### src/rtl/stump_fetch_pkg.sv
// Shared types and constants for the Stump instruction fetch stage.
package stump_fetch_pkg;

  localparam int STUMP_WORD_W = 16;

  localparam logic [STUMP_WORD_W-1:0] STUMP_RESET_PC = 16'h0000;

  typedef enum logic {
    IDLE = 1'b0,
    WAIT = 1'b1
  } fetch_state_e;

endpackage : stump_fetch_pkg

### src/rtl/stump_pc_reg.sv
// Stump program counter register: async active-low reset, load with
// priority over increment, increment computed from a selectable source.
module stump_pc_reg
  import stump_fetch_pkg::*;
#(
  parameter logic [STUMP_WORD_W-1:0] RESET_PC = STUMP_RESET_PC
) (
  input  logic                    clk,
  input  logic                    rst,
  input  logic                    load_i,
  input  logic [STUMP_WORD_W-1:0] load_val_i,
  input  logic                    inc_i,
  input  logic [STUMP_WORD_W-1:0] inc_src_i,
  output logic [STUMP_WORD_W-1:0] pc_o
);

  logic [STUMP_WORD_W-1:0] pc_q;
  logic [STUMP_WORD_W-1:0] pc_d;

  // Next PC: load wins, otherwise source + 1 (wraps naturally at 16 bits).
  always_comb begin
    pc_d = pc_q;
    if (load_i) begin
      pc_d = load_val_i;
    end else if (inc_i) begin
      pc_d = inc_src_i + 16'h0001;
    end
  end

  // PC state register.
  always_ff @(posedge clk or negedge rst) begin
    if (!rst) begin
      pc_q <= RESET_PC;
    end else begin
      pc_q <= pc_d;
    end
  end

  assign pc_o = pc_q;

endmodule : stump_pc_reg

### src/rtl/stump_fetch_unit.sv
// Stump instruction fetch stage: owns PC and IR, reads one word per fetch.
// Optional wait-state support is enabled by defining STUMP_MEM_WAIT_EN;
// without it every fetch completes in the request cycle and stall is 0.
//
//   state | meaning
//   IDLE  | no access outstanding; address driven straight from pc
//   WAIT  | access outstanding; address driven from the hold register
module stump_fetch_unit
  import stump_fetch_pkg::*;
#(
  parameter logic [STUMP_WORD_W-1:0] RESET_PC = STUMP_RESET_PC
) (
  input  logic                    clk,
  input  logic                    rst,
  input  logic                    fetch_req,
  input  logic                    pc_load,
  input  logic [STUMP_WORD_W-1:0] pc_in,
  input  logic [STUMP_WORD_W-1:0] mem_rdata,
  input  logic                    mem_ready,
  output logic [STUMP_WORD_W-1:0] mem_addr,
  output logic                    mem_ren,
  output logic [STUMP_WORD_W-1:0] ir,
  output logic [STUMP_WORD_W-1:0] pc,
  output logic                    ir_valid,
  output logic                    stall
);

  logic [STUMP_WORD_W-1:0] ir_q;
  logic                    ir_valid_q;
  logic                    complete;
  logic [STUMP_WORD_W-1:0] inc_src;

`ifdef STUMP_MEM_WAIT_EN
  fetch_state_e            state_q;
  logic [STUMP_WORD_W-1:0] hold_q;

  // Memory handshake: in WAIT the address comes from the hold register so a
  // PC load mid-access cannot disturb the outstanding read.
  always_comb begin
    mem_ren  = fetch_req;
    mem_addr = pc;
    inc_src  = pc;
    stall    = fetch_req & ~mem_ready;
    if (state_q == WAIT) begin
      mem_ren  = 1'b1;
      mem_addr = hold_q;
      inc_src  = hold_q;
      stall    = ~mem_ready;
    end
    complete = mem_ren & mem_ready;
  end

  // Fetch FSM with registered IR, valid pulse and address-hold register.
  always_ff @(posedge clk or negedge rst) begin
    if (!rst) begin
      state_q    <= IDLE;
      hold_q     <= RESET_PC;
      ir_q       <= '0;
      ir_valid_q <= 1'b0;
    end else begin
      ir_valid_q <= complete;
      if (complete) begin
        ir_q <= mem_rdata;
      end
      case (state_q)
        IDLE: begin
          hold_q <= pc;
          if (fetch_req && !mem_ready) begin
            state_q <= WAIT;
          end
        end
        WAIT: begin
          if (mem_ready) begin
            state_q <= IDLE;
          end
        end
        default: state_q <= IDLE;
      endcase
    end
  end
`else
  logic unused_mem_ready;
  assign unused_mem_ready = mem_ready;

  // Zero-wait memory: every request completes in the cycle it is made.
  always_comb begin
    mem_ren  = fetch_req;
    mem_addr = pc;
    inc_src  = pc;
    stall    = 1'b0;
    complete = fetch_req;
  end

  // Registered IR and valid pulse.
  always_ff @(posedge clk or negedge rst) begin
    if (!rst) begin
      ir_q       <= '0;
      ir_valid_q <= 1'b0;
    end else begin
      ir_valid_q <= complete;
      if (complete) begin
        ir_q <= mem_rdata;
      end
    end
  end
`endif

  stump_pc_reg #(
    .RESET_PC (RESET_PC)
  ) u_pc_reg (
    .clk        (clk),
    .rst        (rst),
    .load_i     (pc_load),
    .load_val_i (pc_in),
    .inc_i      (complete),
    .inc_src_i  (inc_src),
    .pc_o       (pc)
  );

  assign ir       = ir_q;
  assign ir_valid = ir_valid_q;

endmodule : stump_fetch_unit
### config.mk
export PLATFORM = sky130hd
export DESIGN_NAME = stump_fetch_unit
export DESIGN_NICKNAME = d
export VERILOG_FILES = /design/src/rtl/stump_fetch_pkg.sv /design/src/rtl/stump_pc_reg.sv /design/src/rtl/stump_fetch_unit.sv
export SDC_FILE = /design/constraint.sdc
export NUM_CORES = 1
export LEC_CHECK = 0
export ABC_AREA = 1
export BUFFER_PORTS_ARGS = -buffer_cell sky130_fd_sc_hd__buf_2
export CAP_MARGIN = 5
export CORE_ASPECT_RATIO = 1.75
export CORE_MARGIN = 2
export CORE_UTILIZATION = 41
export DETAILED_ROUTE_END_ITERATION = 6
export GPL_TIMING_DRIVEN = 0
export PLACE_DENSITY = 0.75
export REMOVE_ABC_BUFFERS = 1
export SYNTH_ARGS = -nofsm -noshare
export SYNTH_HDL_FRONTEND = slang
export SYNTH_SLANG_ARGS = --single-unit
### constraint.sdc
create_clock -name clk -period 1.2 [get_ports clk]
set_input_delay 0.18 -clock clk [delete_from_list [all_inputs] [get_ports clk]]
set_output_delay 0.18 -clock clk [all_outputs]
set_load 0.05 [all_outputs]
[Word level (Yosys, flattened, before mapping)]
Index checks and enable logic that the tools add are counted.
Operators by class
  muxes and demuxes: 2
  add/sub/neg operators: 1
  reductions and logical operators: 1
Operators by type and width (number)
  $mux 16: 2
  $add 16x1->16 const B: 1
  $reduce_bool 2->1: 1
Word-level totals
  logic and storage cells: 7
  bits in registers: 33

[Longest topological paths before layout]
  word-level depth: 3
  depth in mapped cells: 8

[Cells and area by module]
From an unflattened synthesis, not the netlist that was laid out.
Unflattened totals
  cells, all modules: 234
  area, all modules: 1878.1 um2
Modules (own cells, without submodules)
  stump_pc_reg: sequential area each 400.4 um2, cells each 146, times used 1, area an instance 1069.8 um2
  stump_fetch_unit: sequential area each 425.4 um2, cells each 88, times used 1, area an instance 808.3 um2

[Worst setup path after synthesis]
No wires, ideal clock.
  kind: register to register
  start: reg u_pc_reg.pc_q[1] (netlist: u_pc_reg.pc_o[1])
  end: reg u_pc_reg.pc_q[12] (netlist: u_pc_reg.pc_o[12])
  clock period less this slack: 1.662 ns
  data required time: 1.078 ns
  data arrival time: 1.540 ns
  setup slack: -0.462 ns
  cell stages (with the launch flop): 9
  cell sequence: dfrtp_1 > ha_1 > nand3_2 > inv_2 > nand2_2 > nor2_1 > nand2_1 > nand3_1 > nand2_1
On the way
  longest elaborated chain between the ends: 3
RTL lines
  start, declared: RTL line stump_pc_reg.sv:17  | logic [STUMP_WORD_W-1:0] pc_q;
  start signal, assigned: RTL line stump_pc_reg.sv:35  | pc_q <= pc_d;
  $add 16x1->16: RTL line stump_pc_reg.sv:26  | pc_d = inc_src_i + 16'h0001;
  $mux 16: RTL line stump_pc_reg.sv:25  | end else if (inc_i) begin
  $mux 16: RTL line stump_pc_reg.sv:23  | if (load_i) begin
No other way between the ends. The select of a mux whose other input is x is not followed.
A chain may end at the register's enable or synchronous reset.

[Worst setup path in the final report]
Same ends and word-level chain as after synthesis.

==> metrics.md <==
| Metric | Value |
|---|---|
| Routed vias | 1728 |
| Syn. warnings | 0 |
| Antenna-violating nets left | 0 |
| GR Overflow Total | 0 |
| DP Wirelength | around 3.1 mm |
| Design Power | ~3.8 mW |
| Clock Tree Buf Depth | 2 |
| Synthesized area per cell | between 8 and 9 um^2 |
| Final core occ | 58.5% |
| Yosys top cell area share | around 45% |
| Worst Path Arrival | between 1 and 1.5 ns |
| Synthesized area | about 0.0018 mm^2 |
| Layout Area Growth over Synthesis | 39.3% |
| Synth area leaders | dfrtp_1 (45%), nand2_1 (17%), buf_4 (7.9%) |
| Crit-path max FO | 6 |
| Reg clk slew, reported paths | approximately 0.07 ns |
| Async SR Flop Fraction | between 90% and 100% |
| CP Data Required Time | 1.38 ns |
| H-Tree Depth | 2 |
| DRT Pass-1 Iters | 4 |
| Max-cap violations | 0 |
| CTS Root Cell | clkbuf_8 |
| Multi-input logic area | approximately 830 um^2 |
| Cell taking the most area after synthesis | dfrtp_1 |
| Die Wd | 54.3 um |
| Nets@finish | ~340 |
| Worst slew pin tran | around 0.72 ns |
| Max transition margin | 51.7% |
| Routed WL per cell | roughly 12 um |
| Final min period | 1.22 ns |
| DRT iter0 DRCs | 28 |
| Seq cells post-synth | 33 |
| Port Buffers | 85 |
| First-pass GRT wire length | 7.04 mm |
| Hold_ws | 0.0827 ns |
| Post-Route WL | ~4.4 mm |
| CTS buffer count | 5 |
| Hold Path Class | primary input to flip-flop |
| Cell variety after synth | 26 |
| Post-Syn Instances | 225 |
| Num ports | between 80 and 90 |
| CTS tree | yes |
| Core area | between 0.004 and 0.005 mm^2 |
| Finish-stage setup viols | 2 |
| F_max | ~0.82 GHz |
| # fillers | about 410 |
| DRC | 0 |
| Main synth FF type | dfrtp_1 |
| Clk sink count | 33 |
| Failing checks | negative setup slack |
| Pin count of the biggest net entering global routing | 34 |
| Critical Path End Type | flip-flop |
| Initial antenna violation count | 0 |
| Static leakage | ~1.3 nW |
| Worst Skew | roughly 0.0026 ns |
| Cell Rows | 32 |
| Final worst setup slack | -0.0171 ns |
| Crit share post-route | 101% |
| Layout cells sized above 1 | 46.2% |
| CP Launch Type | flip-flop |
| Diode count | 0 |
| Worst-Skew Late Latency | 0.29 ns |
| Register area | 841 um^2 |
| Max Slew Vio Count | 0 |
| Status | finished, violations left |
| Post-synth EDFFs | 0 |
| GRT Total Usage | approximately a fifth |
| Placer Congestion | between 0.8 and 0.9 |
| Die Area | about 0.0050 mm^2 |
| Power Density | 1500 mW/mm^2 |
| RSZ-0062 raised after global routing | true |
| Critical path class | flip-flop to flip-flop |
| Die height | 92.0 um |
| Max VDD drop | 0.00109 V |
| Vias in the first global route | around 1.6k |
| Seq/Total Area, Yosys | 45.5% |
| Starting Density | a little over two fifths |
| Fin. Hold Viols | 0 |
| Via density | between 4 and 5 |
## power breakdown
group | internal (mW) | switching (mW) | leakage, nW
clock | 0.675 | 0.435 | 0.0574
sequential | 1.23 | 0.139 | 0.387
combinational | 0.404 | 0.923 | 0.884
## registers in the layout, indices dropped and copies added, names as in the netlist
name	count
ir_valid	1
u_pc_reg.pc_o	16
ir	16
## cell type report
cell class | count | area share (%)
timing repair buffer | 96 | 24.1
clock buffer | 6 | 3.27
clock inverter | 2 | 1.48
multi-input combinational | 152 | 33.0
inverter | 16 | 2.38
sequential | 33 | 33.3
tap | 51 | 2.52
## critical path, cell delays in order, from the launching register on
cell     delay [ns]
dfrtp_2        0.42
ha_4           0.17
nand3_4        0.10
inv_2          0.10
nand2_4        0.06
nor2_1         0.08
nand2_1        0.05
nand3_1        0.07
nand2_1        0.05
## Yosys cell counts (4+ instances only)
library cell and count:
a22oi_1 12, buf_4 19, dfrtp_1 33, inv_1 12
inv_2 4, nand2_1 82, nand3_1 14, nor2_1 11
o21ai_1 4, xnor2_1 5
## metal layers
metal	share of wire, %	vias up	track usage [%]
met5	0	-	0
met3	7.4	12	4.23
met4	2.1	0	8.13
met1	36	789	21.4
li1	-	855	-
met2	55	72	32.5
## final timing paths
check,slack [ns],start,cells after the start,end
min in group asynchronous,0.48,rst,2,ir[13]$_DFFE_PN0P_
max,-0.02,u_pc_reg.pc_o[1]$_DFFE_PN0P_,8,u_pc_reg.pc_o[12]$_DFFE_PN0P_
min,0.08,mem_rdata[1],3,ir[1]$_DFFE_PN0P_
min reg2reg,0.47,ir[11]$_DFFE_PN0P_,2,ir[11]$_DFFE_PN0P_
max in group asynchronous,0.22,rst,2,u_pc_reg.pc_o[6]$_DFFE_PN0P_
max reg2reg,-0.02,u_pc_reg.pc_o[1]$_DFFE_PN0P_,8,u_pc_reg.pc_o[12]$_DFFE_PN0P_
## cell usage in the layout, fill, tap and decap left out, types with 2 or more instances in the layout
master	n
clkbuf_8	6
o21bai_1	3
buf_2	57
inv_2	4
buf_4	25
nor2_2	3
o211ai_1	2
nor2_4	4
nand4_1	2
nand2_1	77
clkbuf_4	6
nor2_1	7
buf_6	6
a22oi_1	12
dfrtp_2	12
dfrtp_1	21
nand2_2	7
inv_1	12
nand3_1	13
nand3_4	2
o21ai_1	4
a21oi_1	3
nand2_4	2
xnor2_1	4
## timing repair
| action | in CTS | in global routing |
|---|---|---|
| endpoints found under the setup margin | 35 | 32 |
| endpoints found under the hold margin | 33 | 0 |
| hold buffers | 1 | 0 |
| resized for setup | 37 | 31 |
| buffers inserted | 3 | 7 |
| pin swaps | 0 | 11 |
## logic make-up after synthesis
logic type	Yosys count	synth area share (%)
simple gates	118	28.1
buf+inv	40	13.1
flops	33	45.5
compound gates	26	9.51
xor+xnor	6	2.89
fa+ha+maj	1	0.689
other cells	1	0.207
## per-stage QoR
stage	instances	TNS (ns)	area (um^2)	setup WS, ns
floorplan	201	-9.73	1640	-0.826
global placement	337	-1.89	2130	-0.169
detailed placement	337	-2.04	2130	-0.174
CTS	349	-0.118	2370	-0.0541
global route	356	-0.813	2530	-0.102
finish	356	-0.0203	2530	-0.0171
Note: power is estimated with default switching activity, not from simulation.
